**config.mk**
```make
export PLATFORM = sky130hd
export DESIGN_NAME = blockade_loader_ctrl
export DESIGN_NICKNAME = d
export VERILOG_FILES = /design/src/rtl/blockade_pkg.sv /design/src/rtl/blockade_loader_ctrl.sv
export SDC_FILE = /design/constraint.sdc
export NUM_CORES = 1
export LEC_CHECK = 0
export ABC_AREA = 1
export ABC_CLOCK_PERIOD_IN_PS = 2500
export CELL_PAD_IN_SITES_DETAIL_PLACEMENT = 0
export CELL_PAD_IN_SITES_GLOBAL_PLACEMENT = 1
export CORE_MARGIN = 2
export CORE_UTILIZATION = 32
export DETAILED_ROUTE_END_ITERATION = 7
export GPL_TIMING_DRIVEN = 0
export HOLD_SLACK_MARGIN = 0.05
export PLACE_DENSITY = 0.78
export SYNTH_ARGS = -nofsm -noshare
export SYNTH_HDL_FRONTEND = slang
export SYNTH_SLANG_ARGS = --single-unit
```
**constraint.sdc**
```tcl
create_clock -name clk -period 2.5 [get_ports clk]
set_input_delay 0.375 -clock clk [delete_from_list [all_inputs] [get_ports clk]]
set_output_delay 0.375 -clock clk [all_outputs]
set_load 0.005 [all_outputs]
```
**src/rtl/blockade_pkg.sv**
```systemverilog
// Shared types and constants for the Blockade loader: ioctl stream indices,
// ROM region bounds, game modes and loader FSM states.
package blockade_pkg;

   localparam logic [13:0] PROG_END  = 14'h1000;
   localparam logic [13:0] GFX_END   = 14'h1800;
   localparam logic [14:0] MIN_BYTES = 15'd2048;
   localparam logic [4:0]  HOLD_CYC  = 5'd16;

   localparam logic [7:0] IDX_ROM  = 8'd0;
   localparam logic [7:0] IDX_MODE = 8'd1;
   localparam logic [7:0] IDX_DIP  = 8'd254;

   typedef enum logic [1:0] {
      GAME_BLOCKADE = 2'd0,
      GAME_COMOTION = 2'd1,
      GAME_HUSTLE   = 2'd2,
      GAME_BLASTO   = 2'd3
   } game_mode_t;

   typedef enum logic [2:0] {
      ST_IDLE  = 3'd0,
      ST_LOAD  = 3'd1,
      ST_HOLD  = 3'd2,
      ST_RUN   = 3'd3,
      ST_ERROR = 3'd4
   } loader_state_t;

   typedef struct packed {
      loader_state_t state;
      logic [14:0]   byte_cnt;
      logic          nz_seen;
      logic [4:0]    hold_cnt;
   } loader_dbg_t;

endpackage

```
**src/rtl/blockade_loader_ctrl.sv**
```systemverilog
// Routes the HPS ioctl ROM stream into the Blockade program/graphics ROMs,
// latches game mode and DIP bytes, and owns the core reset.
module blockade_loader_ctrl
   import blockade_pkg::*;
(
   input  logic        clk,
   input  logic        reset,
   input  logic        ioctl_download,
   input  logic        ioctl_wr,
   input  logic [7:0]  ioctl_index,
   input  logic [24:0] ioctl_addr,
   input  logic [7:0]  ioctl_dout,
   input  logic        rst_req,
   output logic [13:0] rom_addr,
   output logic [7:0]  rom_data,
   output logic        rom_wr_prog,
   output logic        rom_wr_gfx,
   output game_mode_t  game_mode,
   output logic [7:0]  sw0,
   output logic [7:0]  sw1,
   output logic        core_reset,
   output logic        load_busy,
   output logic        load_error,
   output loader_dbg_t dbg
);

   // Handshake: ioctl_wr is a one-cycle strobe qualifying ioctl_index/addr/dout;
   // there is no back-pressure, every strobe is consumed in the cycle it appears.

   loader_state_t state;
   logic [14:0]   byte_cnt;
   logic          nz_seen;
   logic [4:0]    hold_cnt;

   logic          rom_download, rom_download_q;
   logic          dl_rise, dl_fall;
   logic          in_range, count_byte;
   logic [14:0]   cnt_base;
   logic          nz_base;

   always_comb begin
      rom_download = ioctl_download && (ioctl_index == IDX_ROM);
      dl_rise      = rom_download && !rom_download_q;
      dl_fall      = !rom_download && rom_download_q;
      in_range     = (ioctl_addr[24:14] == 11'd0) && (ioctl_addr[13:0] < GFX_END);
      // A byte arriving with the rising edge of the download belongs to the new image.
      count_byte   = ioctl_wr && rom_download && in_range && ((state == ST_LOAD) || dl_rise);
      cnt_base     = dl_rise ? 15'd0 : byte_cnt;
      nz_base      = dl_rise ? 1'b0 : nz_seen;
   end

   always_comb begin
      dbg          = '0;
      dbg.state    = state;
      dbg.byte_cnt = byte_cnt;
      dbg.nz_seen  = nz_seen;
      dbg.hold_cnt = hold_cnt;
   end

   // Edge history is kept across reset so a download still active after reset is not re-entered.
   always_ff @(posedge clk) begin
      rom_download_q <= rom_download;
   end

   always_ff @(posedge clk) begin
      if (reset) begin
         state       <= ST_IDLE;
         byte_cnt    <= 15'd0;
         nz_seen     <= 1'b0;
         hold_cnt    <= HOLD_CYC;
         rom_addr    <= 14'd0;
         rom_data    <= 8'd0;
         rom_wr_prog <= 1'b0;
         rom_wr_gfx  <= 1'b0;
         game_mode   <= GAME_BLOCKADE;
         sw0         <= 8'd0;
         sw1         <= 8'd0;
         core_reset  <= 1'b1;
         load_busy   <= 1'b0;
         load_error  <= 1'b0;
      end else begin
         rom_wr_prog <= 1'b0;
         rom_wr_gfx  <= 1'b0;
         if (ioctl_wr && rom_download && in_range) begin
            rom_data <= ioctl_dout;
            if (ioctl_addr[13:0] < PROG_END) begin
               rom_wr_prog <= 1'b1;
               rom_addr    <= ioctl_addr[13:0];
            end else begin
               rom_wr_gfx  <= 1'b1;
               rom_addr    <= ioctl_addr[13:0] - PROG_END;
            end
         end

         if (ioctl_wr && (ioctl_index == IDX_MODE))
            game_mode <= game_mode_t'(ioctl_dout[1:0]);
         if (ioctl_wr && (ioctl_index == IDX_DIP) && (ioctl_addr[24:1] == 24'd0)) begin
            if (ioctl_addr[0]) sw1 <= ioctl_dout;
            else               sw0 <= ioctl_dout;
         end

         if (count_byte) begin
            byte_cnt <= (cnt_base == 15'h7FFF) ? cnt_base : cnt_base + 15'd1;
            nz_seen  <= nz_base | (ioctl_dout != 8'd0);
         end else if (dl_rise) begin
            byte_cnt <= 15'd0;
            nz_seen  <= 1'b0;
         end

         if (dl_rise) begin
            state      <= ST_LOAD;
            load_busy  <= 1'b1;
            load_error <= 1'b0;
            core_reset <= 1'b1;
         end else begin
            case (state)
               ST_LOAD: begin
                  if (dl_fall) begin
                     load_busy <= 1'b0;
                     if ((byte_cnt >= MIN_BYTES) && nz_seen) begin
                        state    <= ST_HOLD;
                        hold_cnt <= HOLD_CYC;
                     end else begin
                        state      <= ST_ERROR;
                        load_error <= 1'b1;
                     end
                  end
               end
               ST_HOLD: begin
                  if (rst_req) begin
                     hold_cnt <= HOLD_CYC;
                  end else if (hold_cnt == 5'd0) begin
                     state      <= ST_RUN;
                     core_reset <= 1'b0;
                  end else begin
                     hold_cnt <= hold_cnt - 5'd1;
                  end
               end
               ST_RUN: begin
                  if (rst_req) begin
                     state      <= ST_HOLD;
                     hold_cnt   <= HOLD_CYC;
                     core_reset <= 1'b1;
                  end
               end
               default: ;
            endcase
         end
      end
   end

endmodule

```
==> run metrics, run 1 <==
placed cells=between 700 and 800; Routed WL per cell=14.01 um; Layout Cells excl Fill=823; CTS Buffer Depth=2; Syn Nets=595; Mean Syn Cell Area=6.638 um2; Worst-Skew Late Latency=330 ps; most common flop cell mapped by yosys=dfxtp_1; mux share of post-synthesis cell area=0%; Worst EP arrival=2700 ps; cell area after synthesis=0.003611 mm2; r2r worst-path depth=14; CP endpoint kind=register; Die X=110.2 um; post-layout util=49.30%; CP Launch Type=primary input; register area=approximately 0.0014 mm2; DP Worst Slack=-780.2 ps; initial DRC count=144; top cell type's share of synthesized area=38.81%; area grow syn2layout=49.31%; Crit path top cell by count=nor2_4; part of the cycle the worst path needs=97.67%; cells after synthesis=544; most common cell after layout, fill and taps aside=nand2_1; Max H-tree Level=3; clk sink count=70; Post-synth EDFFs=0; Tot Pwr=between 2 and 3 mW; Net Sw Power=0.6036 mW; routability cong.=approximately 0.88; Hold Crit Depth=2; Clk network pwr share=49.1%; row count=38; most area-hungry cell type in the Yosys netlist=dfxtp_1; Worst-Margin Slew=between 500 and 600 ps; Remaining DRCs=0; initial core utilization=33.02%; Period minus WS final=2442 ps; Pint=1.985 mW; leak pwr=2.252 nW; crit path cell chain=clkdlybuf4s50_1 -> inv_1 -> nand2_1 -> nor2_2 -> nand2_2 -> inv_2 -> ha_4 -> buf_12 -> nor2_4 -> ha_4 -> nand2_2 -> nor2_4 -> inv_2 -> nor2_4 -> nand2_4 -> buf_6 -> nand3_1 -> nand2_1 -> a21oi_2; nets=between 700 and 800; Final Setup Violations=0; Chip Height=~110 um; antenna-violating nets left=0; TNS Setup=0 ps; Fill cells=1137; critical path's largest stage delay=about 460 ps; initial antenna violation count=0; final instance area=about 0.0054 mm2; DP HPWL=~8500 um; CP bufs+invs=6; Slew Viols, Final=0; Seq pwr share=43.4%; CTS buffer count=9; Max Cap Viol=0; TritonRoute pass-1 iters=4; synth unique cells=28; CTS root buffer=clkbuf_16; Seq/Total Area, Yosys=38.81%; core area=0.01094 mm2; multi-input logic area=0.001954 mm2; die area=0.01215 mm2; synthesis-stage register bit count=70; IO Pins=approximately 120; Routed WL=11530 um; post-synthesis xor/xnor area fraction=1.213%; most frequent cells in the layout=nand2_1, clkdlybuf4s50_1, nor2_1; maximum VDD drop=337.4 uV; final worst setup slack=58.18 ps; CP max stage cell=clkdlybuf4s50_1; final hold vios=0; Post-synth ARST share=0%; Synth Area in Compound Gates=9.806%; vias in the first global route=3862; Worst Hold Slack=446.5 ps; post-synthesis simple-gate area fraction=39.33%; CP Class=in2reg; # port buffers=113; Max Fclk=409.5 MHz; global-route wire length before repair=18610 um; share of layout cells above drive strength 1=about 11%; clk slew on worst S/H paths=60 ps; clk_skew=around 4.6 ps; critical path depth in cells=19; CP top delay family=buffers and inverters; combinational family with the most area after synthesis=simple AND/OR/NAND/NOR gates; Slew headroom=60.44%; Area after DPL=0.004917 mm2; largest net degree at the start of global routing=13; Post-Synth Adder-Cell Area=1.733%; Pwr Density=around 480 mW/mm2; Switching Share=23.32%; Worst Path Max Fanout=6; Vias=4006; routed vias/inst=around 5; overflow left after global routing=0; Total GRT Usage=19.81%; Crit path required time=2750 ps; worst hold path type=reg2reg; synth top area cells=dfxtp_1, nand2_1, nor2_1; status=complete, no violations; CTS tree=yes; ANT cells=0; number of synthesis warnings=0; Combinational Power Share=under 10%
==> per-layer routing <==
metal	GRT usage (%)	share of wire [%]	vias up
met5	0	0	-
met4	5.536	1.2	0
met3	6.290	7.7	16
met2	32.78	46	131
met1	24.81	45	1830
li1	-	-	2029
==> area by class of cell <==
class	instances	area share (%)
multi-input cells	396	36.25
flip-flops and latches	70	25.99
repair buffers	123	22.72
clock buffers	11	4.317
inverters	59	4.108
well taps	140	3.249
plain buffers	19	2.274
clock inverters	5	1.091
==> cell usage after synthesis, types with 6 or more instances <==
cell type,count
inv_1,51
nor2_1,107
nand3_1,37
nor2_2,9
inv_2,6
nand2_1,114
o21ai_0,32
nand4_1,26
dfxtp_1,70
a21oi_1,34
buf_2,8
nor3_1,6
==> power groups by stage <==
stage               logic (mW)  registers [mW]  clock network [mW]
global placement         0.194            1.15                   0
global route             0.214            1.12                1.35
floorplan               0.0827            1.15                   0
finish                   0.195            1.12                1.27
CTS                      0.196            1.12                1.31
detailed placement       0.195            1.15                   0
==> registers in the layout, summed over array words and instances (netlist names), 2 cells and up <==
signal / cells
rom_addr: 14
rom_data: 8
state: 3
byte_cnt: 15
sw1: 8
game_mode: 2
hold_cnt: 5
sw0: 8
==> cells by family (layout without fill, tap and decap cells) <==
kind of cell	count (synthesis)	in the layout
fa+ha+maj	5	5
flops	70	70
simple gates	316	316
compound gates	70	70
buf+inv	78	217
xor+xnor	5	5
==> worst reg2reg max path, stage by stage, from the launching register on <==
cell and delay [ps]:
dfxtp_1 340, inv_1 70, ha_4 190, buf_12 140, nor2_4 120, ha_4 160
nand2_2 60, nor2_4 150, inv_2 70, nor2_4 120, nand2_4 80, buf_6 140
nand3_1 90, nand2_1 70, a21oi_2 160
==> worst paths after layout <==
path	start	to	slack [ps]
hold / removal	rom_addr[12]$_SDFFE_PP0P_	rom_addr[12]$_SDFFE_PP0P_	450
setup / recovery	ioctl_index[1]	byte_cnt[8]$_SDFF_PP0_	60
hold reg to reg	rom_addr[12]$_SDFFE_PP0P_	rom_addr[12]$_SDFFE_PP0P_	450
setup reg to reg	rom_download_q$_DFF_P_	byte_cnt[8]$_SDFF_PP0_	470
==> what timing repair did <==
item	CTS	global route
buffers inserted	3	6
hold buffers	0	0
resized for setup	13	19
cloned	1	0
pin swaps	2	8
endpoints found under the setup margin	15	16
Note: power is estimated with default switching activity, not from simulation.
==> run 2: changes to the inputs <==
Settings changed: CTS_CLUSTER_DIAMETER set to 80, HOLD_SLACK_MARGIN 0.05 to 0.06, SLEW_MARGIN set to 5.
==> results of run 2 <==
The final DEF is identical to that of run 1; final timing and power are the same.
==> run 3: changes to the inputs <==
Settings changed: ABC_CLOCK_PERIOD_IN_PS 2500 to 3000, CORE_UTILIZATION 32 to 34, PLACE_DENSITY 0.78 to 0.83, SKIP_CTS_REPAIR_TIMING set to 1.
Clock period 2.5 ns to 3 ns, I/O delays scaled along.
==> run metrics, run 3 (synthesis gave the netlist of run 1 again) <==
Max Fclk=around 350 MHz; initial antenna violation count=0; status=complete, no violations; core area=0.01032 mm2; Pint=between 1 and 1.5 mW; Clk network pwr share=around two fifths; area grow syn2layout=42.07%; Fill cells=1069; Max H-tree Level=3; Routed WL per cell=13.60 um; Crit path required time=3290 ps; Total GRT Usage=approximately a fifth; TNS Setup=0 ps; Hold EP=rom_addr[13]$_SDFFE_PP0P_; r2r worst-path depth=14; Period minus WS final=between 2000 and 3000 ps; final worst setup slack=171.5 ps; CP max stage cell=clkdlybuf4s50_1; routed vias/inst=4.781; maximum VDD drop=approximately 190 uV; Chip Height=107.1 um; critical path's largest stage delay=480 ps; routability cong.=0.8974; Combinational Power Share=8.9%; share of layout cells above drive strength 1=under 10%; initial DRC count=139; nets=slightly above 700; CTS Buffer Depth=2; CP top delay family=simple AND/OR/NAND/NOR gates; placed cells=793; post-layout util=49.69%; part of the cycle the worst path needs=between 90% and 100%; largest registers=byte_cnt x15, rom_addr x14; initial core utilization=between 30% and 40%; DP HPWL=8257 um; clk sink count=70; capture point of the worst reg-to-reg path=byte_cnt[8]$_SDFF_PP0_; Worst-Skew Late Latency=360 ps; DP Worst Slack=-405.2 ps; Worst Path Max Fanout=10; global-route wire length before repair=18050 um; # port buffers=113; Pwr Density=352.1 mW/mm2; overflow left after global routing=0; Max Cap Viol=0; CTS buffer count=9; antenna-violating nets left=0; largest net degree at the start of global routing=13; Worst-Margin Slew=576.5 ps; Remaining DRCs=0; Final Setup Violations=0; worst hold path type=reg2reg; Switching Share=26.30%; final hold vios=0; crit path cell chain=clkdlybuf4s50_1 -> nor2_1 -> nand2_1 -> nor2_2 -> nand2_2 -> inv_1 -> ha_2 -> buf_4 -> nor2_4 -> ha_2 -> nand2_1 -> nor2_4 -> inv_2 -> nor2_2 -> nand2_1 -> buf_6 -> nand3_1 -> nand2_1 -> a21oi_2; most common cell after layout, fill and taps aside=nand2_1; Slew Viols, Final=0; reg2reg start=rom_download_q$_DFF_P_; Net Sw Power=0.4750 mW; TritonRoute pass-1 iters=5; Hold Crit Depth=2; clk_skew=12.27 ps; Routed WL=11030 um; ANT cells=0; Worst EP arrival=3110 ps; Layout Cells excl Fill=811; reg2reg setup slack=770 ps; leak pwr=2.088 nW; CP Class=in2reg; Tot Pwr=1.806 mW; most frequent cells in the layout=nand2_1, clkdlybuf4s50_1, nor2_1; critical path depth in cells=19; CTS root buffer=clkbuf_8; CTS tree=yes; die area=0.01146 mm2; IO Pins=115; clk slew on worst S/H paths=80 ps; vias in the first global route=3824; Seq pwr share=51.7%; CP endpoint kind=register; Vias=3877; Die X=107.1 um; Largest register FFs=15; CP bufs+invs=5; Slew headroom=61.57%; Crit path top cell by count=nand2_1; Most flops, register=byte_cnt; CP Launch Type=primary input; row count=37; Worst Min Path Start=rom_addr[13]$_SDFFE_PP0P_
-- run 3: cell count changes in the layout (fill, tap and decap cells not counted), sizes merged --
cell	change
clkdlybuf4s50	+6
clkinvlp	-1
dlymetal6s2s	-6
buf	-8
bufinv	-1
clkinv	+3
inv	-1
-- run 3: how the worst max path moves through the flow --
stage	start	to	slack [ps]
after global routing	ioctl_index[5]	byte_cnt[8]$_SDFF_PP0_	-1
after CTS	ioctl_index[4]	byte_cnt[8]$_SDFF_PP0_	-90
final	ioctl_index[4]	byte_cnt[8]$_SDFF_PP0_	170
after global placement	ioctl_index[4]	byte_cnt[8]$_SDFF_PP0_	-320
after floorplan	ioctl_index[1]	byte_cnt[4]$_SDFF_PP0_	570
after detailed placement	ioctl_index[4]	byte_cnt[8]$_SDFF_PP0_	-410
-- run 3: final cells by class --
class                           instances  area [um2]  share of cell area [%]
Clock buffer                           11       141.4                   2.756
Sequential cell                        70        1401                   27.32
Multi-Input combinational cell        396        1904                   37.12
Clock inverter                          5       35.03                  0.6829
Timing Repair Buffer                  115        1146                   22.34
Inverter                               59       221.5                   4.317
Buffer                                 19       110.1                   2.146
Tap cell                              136       170.2                   3.317
-- run 3: tightest hold or removal path: cells and delay by family, from the launching register on --
kind / cells / cell delay, ps
and+or+nand+nor: 2 / 100
DFF: 1 / 320
-- run 3: power groups by stage --
stage,combinational [mW],sequential [mW],clock (mW)
floorplan,0.0689,0.956,0
global placement,0.161,0.956,0
detailed placement,0.161,0.956,0
CTS,0.162,0.934,0.731
global route,0.178,0.935,0.775
finish,0.161,0.934,0.711
-- run 3: routing by layer --
metal | up-vias | wire (um) | GRT usage, % | part of all wire (%)
met2 | 116 | 4987 | 32.28 | 45
met1 | 1743 | 5201 | 25.30 | 47
li1 | 2007 | - | - | -
met5 | - | 0 | 0 | 0
met4 | 0 | 131 | 6.215 | 1.2
met3 | 11 | 707 | 5.046 | 6.4
-- run 3: through the flow --
stage	instance area, um2	hold WS, ps
2_1_floorplan	3611	441.1
3_3_place_gp	4912	432.8
3_5_place_dp	4912	442.7
4_1_cts	5089	457.3
5_1_grt	5130	473.3
6_report	5130	448.8
